$ cat config.mk
export PLATFORM = sky130hd
export DESIGN_NAME = dmem_lsu_master_flat
export DESIGN_NICKNAME = d
export VERILOG_FILES = /design/src/rtl/dmem_lsu_pkg.sv /design/src/rtl/dmem_lsu_master_if.sv /design/src/rtl/dmem_lsu_extract.sv /design/src/rtl/dmem_lsu_master.sv /design/src/flat_wrapper.sv
export SDC_FILE = /design/constraint.sdc
export NUM_CORES = 1
export LEC_CHECK = 0
export CORE_AREA = 2 2 158 160
export CTS_BUF_LIST = sky130_fd_sc_hd__clkbuf_4 sky130_fd_sc_hd__clkbuf_8 sky130_fd_sc_hd__clkbuf_16
export CTS_CLUSTER_DIAMETER = 150
export DETAILED_ROUTE_END_ITERATION = 7
export DIE_AREA = 0 0 160 162
export HOLD_SLACK_MARGIN = 0.1
export PLACE_DENSITY_LB_ADDON = 0.3
export SYNTH_ARGS = -nofsm -noshare
export SYNTH_HDL_FRONTEND = slang
export SYNTH_HIERARCHICAL = 1
export SYNTH_SLANG_ARGS = --single-unit
$ cat constraint.sdc
create_clock -name clk -period 2.77 [get_ports clk]
set_input_delay 0.554 -clock clk [delete_from_list [all_inputs] [get_ports clk]]
set_output_delay 0.554 -clock clk [all_outputs]
set_load 0.005 [all_outputs]
$ cat src/rtl/dmem_lsu_pkg.sv
`default_nettype none
// ============================================================================
// Module : dmem_lsu_pkg
// Brief  : Shared types and helpers for the data-memory load/store master.
// Rev    : 1.0  initial release
// ============================================================================
package dmem_lsu_pkg;

    localparam int LSU_XLEN = 64;

    typedef enum logic [1:0] {
        SZ_B = 2'd0,
        SZ_H = 2'd1,
        SZ_W = 2'd2,
        SZ_D = 2'd3
    } size_e;

    typedef enum logic [1:0] {
        ST_IDLE = 2'd0,
        ST_RESP = 2'd1,
        ST_HOLD = 2'd2
    } state_e;

    // Byte-lane mask for an access of 1<<sz bytes, before lane shifting.
    function automatic logic [7:0] size_mask(input size_e sz);
        logic [8:0] m;
        m = (9'd1 << (4'd1 << sz)) - 9'd1;
        return m[7:0];
    endfunction

    function automatic logic [LSU_XLEN-1:0] extend(input logic [LSU_XLEN-1:0] v,
                                                   input size_e sz,
                                                   input logic uns);
        case (sz)
            SZ_B:    return uns ? {56'b0, v[7:0]}  : {{56{v[7]}},  v[7:0]};
            SZ_H:    return uns ? {48'b0, v[15:0]} : {{48{v[15]}}, v[15:0]};
            SZ_W:    return uns ? {32'b0, v[31:0]} : {{32{v[31]}}, v[31:0]};
            default: return v;
        endcase
    endfunction

endpackage
`default_nettype wire

$ cat src/rtl/dmem_lsu_master_if.sv
`default_nettype none
// ============================================================================
// Module : dmem_lsu_master_if
// Brief  : Core request/response channel plus memory port of the LSU master.
// Rev    : 1.0  initial release
// ============================================================================
interface dmem_lsu_master_if #(
    parameter int DATA_WIDTH = 64,
    parameter int ADDR_WIDTH = DATA_WIDTH,
    parameter int DATA_BYTES = DATA_WIDTH / 8
);
    logic                  i_req_valid;
    logic                  o_req_ready;
    logic                  i_req_we;
    logic [1:0]            i_req_size;
    logic                  i_req_unsigned;
    logic [ADDR_WIDTH-1:0] i_req_addr;
    logic [DATA_WIDTH-1:0] i_req_wdata;
    logic                  o_rsp_valid;
    logic                  i_rsp_ready;
    logic [DATA_WIDTH-1:0] o_rsp_rdata;
    logic                  o_rsp_err;
    logic [ADDR_WIDTH-1:0] o_mem_addr;
    logic [DATA_WIDTH-1:0] o_mem_wdata;
    logic [DATA_BYTES-1:0] o_mem_wen;
    logic [DATA_WIDTH-1:0] i_mem_rdata;

    modport master (
        input  i_req_valid, i_req_we, i_req_size, i_req_unsigned, i_req_addr,
               i_req_wdata, i_rsp_ready, i_mem_rdata,
        output o_req_ready, o_rsp_valid, o_rsp_rdata, o_rsp_err,
               o_mem_addr, o_mem_wdata, o_mem_wen
    );

    modport slave (
        output i_req_valid, i_req_we, i_req_size, i_req_unsigned, i_req_addr,
               i_req_wdata, i_rsp_ready, i_mem_rdata,
        input  o_req_ready, o_rsp_valid, o_rsp_rdata, o_rsp_err,
               o_mem_addr, o_mem_wdata, o_mem_wen
    );
endinterface
`default_nettype wire

$ cat src/rtl/dmem_lsu_extract.sv
`default_nettype none
// ============================================================================
// Module : dmem_lsu_extract
// Brief  : Combinational lane shift, size select and sign/zero extension.
// Rev    : 1.0  initial release
// ============================================================================
module dmem_lsu_extract
    import dmem_lsu_pkg::*;
#(
    parameter int DATA_WIDTH = 64,
    parameter int LANE_BITS  = $clog2(DATA_WIDTH / 8)
) (
    input  wire logic [DATA_WIDTH-1:0] i_rdata,
    input  wire logic [LANE_BITS-1:0]  i_lane,
    input  wire size_e                 i_size,
    input  wire logic                  i_unsigned,
    output logic      [DATA_WIDTH-1:0] o_data
);
    logic [DATA_WIDTH-1:0] w_shifted;
    logic [LSU_XLEN-1:0]   w_wide;
    logic [LSU_XLEN-1:0]   w_ext;

    assign w_shifted = i_rdata >> {i_lane, 3'b000};
    assign w_wide    = LSU_XLEN'(w_shifted);
    assign w_ext     = extend(w_wide, i_size, i_unsigned);
    assign o_data    = DATA_WIDTH'(w_ext);
endmodule
`default_nettype wire

$ cat src/rtl/dmem_lsu_master.sv
`default_nettype none
// ============================================================================
// Module : dmem_lsu_master
// Brief  : Load/store initiator for a single-port synchronous data memory.
// Rev    : 1.0  initial release
// ============================================================================
module dmem_lsu_master
    import dmem_lsu_pkg::*;
#(
    parameter int DATA_WIDTH = 64,
    parameter int ADDR_WIDTH = DATA_WIDTH,
    parameter int DATA_BYTES = DATA_WIDTH / 8,
    parameter int LANE_BITS  = $clog2(DATA_BYTES)
) (
    input  wire logic          clk,
    input  wire logic          rst_n,
    dmem_lsu_master_if.master  bus
);
    state_e                r_state;
    logic [LANE_BITS-1:0]  r_lane;
    size_e                 r_size;
    logic                  r_uns;
    logic                  r_we;
    logic                  r_err;
    logic [DATA_WIDTH-1:0] r_hold;

    logic [LANE_BITS-1:0]  w_lane;
    logic [LANE_BITS-1:0]  w_amask;
    size_e                 w_size;
    logic                  w_misalign;
    logic                  w_accept;
    logic                  w_issue;
    logic [ADDR_WIDTH-1:0] w_addr;
    logic [DATA_WIDTH-1:0] w_ext;
    logic [DATA_WIDTH-1:0] w_live;

    assign w_lane     = bus.i_req_addr[LANE_BITS-1:0];
    assign w_size     = size_e'(bus.i_req_size);
    assign w_amask    = LANE_BITS'((32'd1 << bus.i_req_size) - 32'd1);
    assign w_misalign = ((w_lane & w_amask) != '0) || (32'(bus.i_req_size) > LANE_BITS);

    assign bus.o_req_ready = (r_state == ST_IDLE) | bus.i_rsp_ready;
    assign w_accept        = bus.i_req_valid & bus.o_req_ready;
    assign w_issue         = w_accept & ~w_misalign;

    // Bus is forced to zero whenever nothing is issued: addresses can have read side effects.
    assign w_addr          = w_issue ? bus.i_req_addr : '0;
    assign bus.o_mem_addr  = w_addr;
    assign bus.o_mem_wdata = w_issue ? (bus.i_req_wdata << {w_lane, 3'b000}) : '0;
    assign bus.o_mem_wen   = (w_issue & bus.i_req_we)
                             ? (DATA_BYTES'(size_mask(w_size)) << w_lane) : '0;

    dmem_lsu_extract #(
        .DATA_WIDTH (DATA_WIDTH),
        .LANE_BITS  (LANE_BITS)
    ) u_extract (
        .i_rdata    (bus.i_mem_rdata),
        .i_lane     (r_lane),
        .i_size     (r_size),
        .i_unsigned (r_uns),
        .o_data     (w_ext)
    );

    assign w_live          = (r_we | r_err) ? '0 : w_ext;
    assign bus.o_rsp_valid = (r_state != ST_IDLE);
    assign bus.o_rsp_rdata = (r_state == ST_HOLD) ? r_hold :
                             (r_state == ST_RESP) ? w_live : '0;
    assign bus.o_rsp_err   = bus.o_rsp_valid & r_err;

    always_ff @(posedge clk or negedge rst_n) begin
        if (!rst_n) begin
            r_state <= ST_IDLE;
            r_lane  <= '0;
            r_size  <= SZ_B;
            r_uns   <= 1'b0;
            r_we    <= 1'b0;
            r_err   <= 1'b0;
            r_hold  <= '0;
        end else begin
            if (w_accept) begin
                r_lane <= w_lane;
                r_size <= w_size;
                r_uns  <= bus.i_req_unsigned;
                r_we   <= bus.i_req_we;
                r_err  <= w_misalign;
            end
            case (r_state)
                ST_IDLE: begin
                    if (w_accept) r_state <= ST_RESP;
                end
                ST_RESP: begin
                    if (!bus.i_rsp_ready) begin
                        // Memory output is only valid this cycle; freeze it.
                        r_hold  <= w_live;
                        r_state <= ST_HOLD;
                    end else begin
                        r_state <= w_accept ? ST_RESP : ST_IDLE;
                    end
                end
                ST_HOLD: begin
                    if (bus.i_rsp_ready) r_state <= w_accept ? ST_RESP : ST_IDLE;
                end
                default: r_state <= ST_IDLE;
            endcase
        end
    end
endmodule
`default_nettype wire

$ cat src/flat_wrapper.sv
// flat-port wrapper written by rule: the top's interface ports become plain ports
module dmem_lsu_master_flat import dmem_lsu_pkg::*;
#(
    parameter int DATA_WIDTH = 64,
    parameter int ADDR_WIDTH = DATA_WIDTH,
    parameter int DATA_BYTES = DATA_WIDTH / 8,
    parameter int LANE_BITS  = $clog2(DATA_BYTES)
)
  (clk, rst_n, bus_i_req_valid, bus_i_req_we, bus_i_req_size, bus_i_req_unsigned, bus_i_req_addr, bus_i_req_wdata, bus_i_rsp_ready, bus_i_mem_rdata, bus_o_req_ready, bus_o_rsp_valid, bus_o_rsp_rdata, bus_o_rsp_err, bus_o_mem_addr, bus_o_mem_wdata, bus_o_mem_wen);
  dmem_lsu_master_if #(.DATA_WIDTH(DATA_WIDTH), .ADDR_WIDTH(ADDR_WIDTH), .DATA_BYTES(DATA_BYTES)) bus_i ();
  input  wire logic clk;
  input  wire logic rst_n;
  input wire logic [$bits(bus_i.i_req_valid)-1:0] bus_i_req_valid;
  input wire logic [$bits(bus_i.i_req_we)-1:0] bus_i_req_we;
  input wire logic [$bits(bus_i.i_req_size)-1:0] bus_i_req_size;
  input wire logic [$bits(bus_i.i_req_unsigned)-1:0] bus_i_req_unsigned;
  input wire logic [$bits(bus_i.i_req_addr)-1:0] bus_i_req_addr;
  input wire logic [$bits(bus_i.i_req_wdata)-1:0] bus_i_req_wdata;
  input wire logic [$bits(bus_i.i_rsp_ready)-1:0] bus_i_rsp_ready;
  input wire logic [$bits(bus_i.i_mem_rdata)-1:0] bus_i_mem_rdata;
  output wire logic [$bits(bus_i.o_req_ready)-1:0] bus_o_req_ready;
  output wire logic [$bits(bus_i.o_rsp_valid)-1:0] bus_o_rsp_valid;
  output wire logic [$bits(bus_i.o_rsp_rdata)-1:0] bus_o_rsp_rdata;
  output wire logic [$bits(bus_i.o_rsp_err)-1:0] bus_o_rsp_err;
  output wire logic [$bits(bus_i.o_mem_addr)-1:0] bus_o_mem_addr;
  output wire logic [$bits(bus_i.o_mem_wdata)-1:0] bus_o_mem_wdata;
  output wire logic [$bits(bus_i.o_mem_wen)-1:0] bus_o_mem_wen;
  assign bus_i.i_req_valid = bus_i_req_valid;
  assign bus_i.i_req_we = bus_i_req_we;
  assign bus_i.i_req_size = bus_i_req_size;
  assign bus_i.i_req_unsigned = bus_i_req_unsigned;
  assign bus_i.i_req_addr = bus_i_req_addr;
  assign bus_i.i_req_wdata = bus_i_req_wdata;
  assign bus_i.i_rsp_ready = bus_i_rsp_ready;
  assign bus_i.i_mem_rdata = bus_i_mem_rdata;
  assign bus_o_req_ready = bus_i.o_req_ready;
  assign bus_o_rsp_valid = bus_i.o_rsp_valid;
  assign bus_o_rsp_rdata = bus_i.o_rsp_rdata;
  assign bus_o_rsp_err = bus_i.o_rsp_err;
  assign bus_o_mem_addr = bus_i.o_mem_addr;
  assign bus_o_mem_wdata = bus_i.o_mem_wdata;
  assign bus_o_mem_wen = bus_i.o_mem_wen;
  dmem_lsu_master #(.DATA_WIDTH(DATA_WIDTH), .ADDR_WIDTH(ADDR_WIDTH), .DATA_BYTES(DATA_BYTES), .LANE_BITS(LANE_BITS)) u_core (.clk(clk), .rst_n(rst_n), .bus(bus_i));
endmodule
==> results.md, run 1 <==
- Worst EP required: 2.22 ns
- Overall Global Routing Usage: around a third
- Slew Viols, Final: 0
- Gate power share: 62.8%
- Half-perimeter wire length after placement: 33200 um
- Share of layout cells above drive strength 1: 37.9%
- Num ports: 403
- Initial Utilization: 34.7%
- Commonest non-fill, non-tap cells in the layout: buf_4 (222), clkdlybuf4s50_1 (194), nand2_1 (181)
- Sw Ratio: 38.5%
- Internal: 0.00408 W
- Register Area: 1860 um2
- GRT overflow: 0
- CTS HTree Levels: 3
- Setup repair after global routing missed its margin: yes
- Vias in the first global route: 11100
- Synth warn: 6
- Port bufs: between 400 and 500
- Synth top area share: 22.2%
- Final wirelength: ~48000 um
- Initial antenna violation count: 2
- Tcrit/Tclk final: 117%
- Clock Skews: 0.0113 ns
- Place WS: -0.707 ns
- Failing checks: setup timing
- Synth cell types: 54
- Worst Hold Class: in2async
- Post-route setup slack: -0.458 ns
- Clock latency on the worst-skew pair: 0.35 ns
- Achievable frequency: 310 MHz
- Area leader, netlist: dfrtp_1
- Clock power share: roughly 17%
- # hold bufs at CTS: 0
- Syn Area/Cell: 8.00 um2
- Final setup fails: 67
- Worst reg2reg path depth: 21
- Die area: 25900 um2
- Flop-to-flop setup slack: -0.37 ns
- Post-route ant nets: 0
- Least-Margin Pin Slew: 0.696 ns
- Root Driver: clkbuf_16
- Clock sinks: 74
- Die Ht: between 150 and 200 um
- Utilization after layout: just under 70%
- Sequential share of power: 20.1%
- Final net count: 1863
- Top cells by area, synth: dfrtp_1 (22%), mux2i_1 (10%), nand2_1 (8.4%)
- Origin of the critical flop-to-flop path: u_core/r_lane[1]
- Syn-to-layout area delta: 94.1%
- P_leak: 7.61 nW
- Asr flop ratio synth: 100%
- Setup crit end kind: primary output
- Worst Setup Start Kind: flip-flop
- Global-route wire length before repair: approximately 69000 um
- VDD IR max: ~0.37 mV
- Cells after synthesis: 1044
- EDFF count, synth: 0
- Maxcap violations: 0
- Pin count of the biggest net entering global routing: 81
- First DRT Iteration DRCs: 1421
- Core ar.: 24100 um2
- Pwr dens: 410 nW/um2
- Synth Register Bits: 74
- Num CTS Buffers: 9
- Mean routed wirelength per cell: 24.1 um
- Post-route minimum period: 3.23 ns
- Fillers: 1923
- Slew margin rel.: about 54%
- Final non-filler cell area: 16200 um2
- Rows: 57
- Top_reg_cell synth: dfrtp_1
- Syn Std Cell Area: 8360 um2
- Commonest non-fill, non-tap cell in the layout: buf_4
- Multi-input gate area: 6740 um2
- Status: finished, violations left
- Worst R2R End: u_core/r_hold[40]
- Net switching power: 0.00256 W
- Critical path fanouts, max: 6
- GPL Wtd Cong: 0.980
- Residual DRC: 0
- Detailed Routing Iterations Pass 1: 6
- CP Data Arrival Time: 2.67 ns
- Seq/Total Area, Yosys: roughly 22%
- Vias per cell: ~6
- Hold Vio Cnt, Final: 0
- Maximum clock path buffer count: 2
- Die Wd: approximately 160 um
- CTS clk-pin slew, worst paths: 0.07 ns
- Dpl cell area: 13900 um2
- Setup CP Type: reg2out
- Vias after detailed routing: ~12000
- CTS tree: done
- Syn_nets: between 1000 and 1500
[cells in the mapped netlist (16+ instances only)]
master	count
nand4_1	26
nand2_1	187
mux4_2	25
clkbuf_1	51
mux2_2	34
a32o_1	64
and2_1	73
o22ai_1	16
mux2i_1	87
nor2_1	74
o21ai_0	73
buf_2	33
dfrtp_1	74
a21oi_1	31
[worst max path at each step]
stage                              startpoint                   to  slack (ns)
after global routing         u_core/r_lane[1]  bus_o_rsp_rdata[58]       -0.51
after CTS                    u_core/r_lane[1]  bus_o_rsp_rdata[21]       -0.53
final                        u_core/r_lane[1]  bus_o_rsp_rdata[58]       -0.46
after detailed placement  bus_i_mem_rdata[63]  bus_o_rsp_rdata[18]       -0.71
after global placement    bus_i_mem_rdata[63]  bus_o_rsp_rdata[21]       -0.68
after floorplan           bus_i_mem_rdata[55]  bus_o_rsp_rdata[54]        0.49
[timing repair]
action / in CTS / in global routing
pin swaps: 48 / 73
gates cloned: 17 / 3
gates resized for setup: 492 / 227
endpoints found under the setup margin: 200 / 139
setup buffers: 102 / 34
[power groups by stage]
| stage | Combinational, W | Clock [W] | Sequential [W] |
|---|---|---|---|
| detailed placement | 0.00294 | 0 | 0.00135 |
| finish | 0.00417 | 0.00114 | 0.00133 |
| floorplan | 0.00151 | 0 | 0.00131 |
| CTS | 0.00382 | 0.00114 | 0.00133 |
| global route | 0.00435 | 0.00119 | 0.00135 |
| global placement | 0.00292 | 0 | 0.00134 |
[cell families (layout without fill, tap and decap cells)]
| family | after synthesis | after routing | share of synthesized area [%] |
|---|---|---|---|
| AO/OA/AOI/OAI | 279 | 279 | 24.9 |
| buffers and inverters | 129 | 753 | 7.79 |
| flip-flops | 74 | 74 | 22.2 |
| multiplexers | 146 | 146 | 21.7 |
| other | 0 | 2 | 0 |
| AND/OR/NAND/NOR | 416 | 416 | 23.4 |
[routing by layer]
metal	vias to the layer above	GRT usage, %	share of wire, %
met5	-	0	0
met4	0	15.7	6.2
met3	184	6.15	9.6
met2	906	58.1	46
met1	5606	43.3	38
li1	5100	-	-
[per-stage QoR]
stage          instances  power, W  hold WS [ns]  TNS, ns
6_report            1994   0.00664         0.237   -17.35
5_1_grt             1993   0.00689         0.283   -21.08
4_1_cts             1978   0.00628         0.266   -24.44
3_5_place_dp        1844   0.00429         0.474   -85.13
3_3_place_gp        1844   0.00426         0.463   -82.58
2_1_floorplan       1044   0.00282         0.258        0
[layout make-up]
class / count / share of cell area [%]
diodes: 2 / 0.0309
clock buffers: 10 / 1.43
clock inverters: 6 / 0.262
inverters: 10 / 0.231
multi-input cells: 841 / 41.6
flip-flops and latches: 74 / 11.4
well taps: 324 / 2.50
repair buffers: 727 / 42.5
[critical path, cell delays in order, from the launching register on]
cell	delay [ns]
dfrtp_2	0.43
buf_12	0.15
mux2_4	0.31
a2bb2oi_2	0.14
nand4_1	0.12
buf_6	0.13
buf_12	0.13
buf_12	0.11
buf_12	0.09
buf_8	0.11
buf_6	0.09
nand4_1	0.10
a32o_2	0.27
buf_2	0.13
[sequential cells by signal, summed over array words and instances (netlist names)]
name / flops
u_core/r_state: 2
u_core/r_we: 1
u_core/r_lane: 3
u_core/r_hold: 64
u_core/r_size: 2
u_core/r_err: 1
u_core/r_uns: 1
(Power assumes the default switching activity.)
==> run 2, diff against run 1 <==
--- a/config.mk
+++ b/config.mk
@@ -11,7 +11,7 @@
 export DETAILED_ROUTE_END_ITERATION = 7
 export DIE_AREA = 0 0 160 162
 export HOLD_SLACK_MARGIN = 0.1
-export PLACE_DENSITY_LB_ADDON = 0.3
+export PLACE_DENSITY = 0.69
 export SYNTH_ARGS = -nofsm -noshare
 export SYNTH_HDL_FRONTEND = slang
 export SYNTH_HIERARCHICAL = 1
==> run 2 against run 1 <==
The run still ends with setup timing left. Clock power increased by 25%. Via count increased by 1.2%. Clock skew decreased by 0.0030 ns. Largest cell class unchanged. Largest power group unchanged.
==> results.md, run 2 (synthesized netlist as in run 1, its figures left out) <==
- # hold bufs at CTS: 0 (unchanged)
- CP Data Arrival Time: 2.71 ns (was 2.67 ns)
- Setup CP Type: in2out (was reg2out)
- Core ar.: 24100 um2 (unchanged)
- Die Wd: 160 um (unchanged)
- CTS HTree Levels: 3 (unchanged)
- Post-route setup slack: -0.491 ns (was -0.458 ns)
- Dpl cell area: 14100 um2 (was 13900 um2)
- Half-perimeter wire length after placement: 34200 um (was 33200 um)
- Post-route minimum period: 3.26 ns (was 3.23 ns)
- Tcrit/Tclk final: 118% (was 117%)
- Flop-to-flop setup slack: -0.12 ns (was -0.37 ns)
- Pin count of the biggest net entering global routing: 67 (was 81)
- Port bufs: 402 (unchanged)
- Initial antenna violation count: 4 (was 2)
- Slew Viols, Final: 0 (unchanged)
- Mean routed wirelength per cell: 25.2 um (was 24.1 um)
- CP cell instances: clkdlybuf4s50_1 -> mux2_2 -> o211ai_1 -> buf_4 -> o2111ai_2 -> a32o_1 -> dlygate4sd2_1 (was buf_12 -> mux2_4 -> a2bb2oi_2 -> nand4_1 -> buf_6 -> buf_12 -> buf_12 -> buf_12 -> buf_8 -> buf_6 -> nand4_1 -> a32o_2 -> buf_2)
- Worst Hold Class: in2async (unchanged)
- First DRT Iteration DRCs: 1386 (was 1421)
- Least-Margin Pin Slew: 0.562 ns (was 0.696 ns)
- GPL Wtd Cong: 0.946 (was 0.980)
- Syn-to-layout area delta: 98.7% (was 94.1%)
- Post-route ant nets: 0 (unchanged)
- Final cell count without fillers: 2023 (was 1994)
- Crit path max-delay family: buffers and inverters (unchanged)
- Hold Vio Cnt, Final: 0 (unchanged)
- Vias in the first global route: 11600 (was 11100)
- Setup crit end kind: primary output (unchanged)
- Top reg by flops: u_core/r_hold (unchanged)
- Final non-filler cell area: 16600 um2 (was 16200 um2)
- Biggest regs: u_core/r_hold x64, u_core/r_lane x3 (unchanged)
- Failing checks: setup timing (unchanged)
- CTS tree: done (unchanged)
- P_leak: 7.98 nW (was 7.61 nW)
- Die area: 25900 um2 (unchanged)
- Final wirelength: 50900 um (was 48100 um)
- Origin of the critical flop-to-flop path: u_core/r_lane[1] (unchanged)
- Maximum clock path buffer count: 2 (unchanged)
- Worst EP required: 2.22 ns (about the same)
- Setup repair after global routing missed its margin: yes (unchanged)
- Initial Utilization: 34.7% (unchanged)
- Pwr dens: 435 nW/um2 (was 410 nW/um2)
- Residual DRC: 0 (unchanged)
- Root Driver: clkbuf_16 (unchanged)
- Worst R2R End: u_core/r_hold[8] (was u_core/r_hold[40])
- Commonest non-fill, non-tap cells in the layout: buf_4 (226), clkdlybuf4s50_1 (178), nand2_1 (177) (was buf_4 (222), clkdlybuf4s50_1 (194), nand2_1 (181))
- Slew margin rel.: 62.5% (was 53.6%)
- Critical path fanouts, max: 3 (was 6)
- Rows: 57 (unchanged)
- Clock Skews: 0.00835 ns (was 0.0113 ns)
- Vias per cell: 5.90 (was 5.92)
- Maxcap violations: 0 (unchanged)
- Commonest non-fill, non-tap cell in the layout: buf_4 (unchanged)
- Status: finished, violations left (unchanged)
- Max reg flops: 64 (unchanged)
- VDD IR max: 0.373 mV (was 0.371 mV)
- DP Cell Count: 1858 (was 1844)
- GRT overflow: 0 (unchanged)
- Global-route wire length before repair: 72000 um (was 68700 um)
- Num ports: 403 (unchanged)
- Final worst hold slack: 0.167 ns (was 0.237 ns)
- CP max stage delay: 0.53 ns (was 0.43 ns)
- Share of layout cells above drive strength 1: 38.9% (was 37.9%)
- Achievable frequency: 307 MHz (was 310 MHz)
- Clock sinks: 74 (unchanged)
- Utilization after layout: 68.9% (was 67.3%)
- Overall Global Routing Usage: 36.1% (was 34.5%)
- Sum of negative setup slack: -13.99 ns (was -17.35 ns)
- CP bufs+invs: 3 (was 8)
- Worst Setup Start Kind: input pin (was flip-flop)
- Vias after detailed routing: 11900 (was 11800)
- Num CTS Buffers: 9 (unchanged)
- Worst path slowest cell: clkdlybuf4s50_1 (was dfrtp_2)
- Detailed Routing Iterations Pass 1: 6 (unchanged)
- Final setup fails: 65 (was 67)
- CTS clk-pin slew, worst paths: 0.07 ns (about the same)
- Die Ht: 162 um (unchanged)
- Clock latency on the worst-skew pair: 0.34 ns (was 0.35 ns)
- Worst reg2reg path depth: 18 (was 21)
- Final net count: 1891 (was 1863)
- Worst setup path start: bus_i_mem_rdata[50] (was u_core/r_lane[1])
run 2: changes by cell type in the layout (fill, tap and decap cells not counted), moves of 6 or more:
cell and delta:
buf_6 +26, clkdlybuf4s50_1 -16, o2bb2ai_1 -6, clkdlybuf4s15_1 -18, clkbuf_2 -28, and2_4 +7, dlygate4sd2_1 +49, and2_1 -7
buf_2 +16
run 2: power by group:
part	total, W	internal (W)	switching, W
Sequential	0.00134	0.00123	0.000118
Clock	0.00142	0.000908	0.000509
Combinational	0.00447	0.00238	0.00208
run 2: worst max-delay path by stage:
stage	to	slack [ns]	cells after the start
floorplan	bus_o_rsp_rdata[54]	0.49	7
global placement	bus_o_rsp_rdata[10]	-0.71	7
detailed placement	bus_o_rsp_rdata[10]	-0.70	7
CTS	bus_o_rsp_rdata[23]	-0.27	9
global route	bus_o_rsp_rdata[18]	-0.52	7
finish	bus_o_rsp_rdata[18]	-0.49	7
run 2: worst register-to-register path: stages, from the launching register on:
cell and delay, ns:
dfrtp_2 0.50, mux2_4 0.36, a2bb2oi_4 0.15, nand4_1 0.11, buf_4 0.21, buf_16 0.17
buf_6 0.12, o21ai_2 0.06, buf_4 0.13, buf_4 0.12, buf_4 0.13, buf_6 0.11
buf_6 0.10, buf_6 0.10, buf_6 0.10, buf_6 0.10, buf_6 0.10, nand2_2 0.04
o21ai_1 0.06
run 2: what timing repair did:
action                     in CTS  in global routing
gates cloned                    9                  6
setup endpoints to repair     200                104
buffers inserted              122                 36
pin swaps                      98                 70
resized for setup             631                108
run 2: per-layer routing:
metal / GRT usage [%] / part of all wire, % / up-vias
met3: 9.75 / 10 / 217
met2: 62.4 / 48 / 876
met5: 0 / 0.053 / -
met4: 19.1 / 6.4 / 4
met1: 41.1 / 35 / 5683
li1: - / - / 5159
run 2: area by class of cell:
cell class	instances	area, um2
fillers	1900	7500
repair buffers	755	7140
multi-input cells	841	6810
flip-flops and latches	74	1850
well taps	324	405
clock buffers	10	239
clock inverters	6	111
inverters	10	37.5
diodes	3	7.51
run 2: stage by stage:
step / power, W / setup WS (ns)
floorplan: 0.00282 / 0.486
global placement: 0.00436 / -0.712
detailed placement: 0.00440 / -0.703
CTS: 0.00680 / -0.275
global route: 0.00749 / -0.522
finish: 0.00722 / -0.491
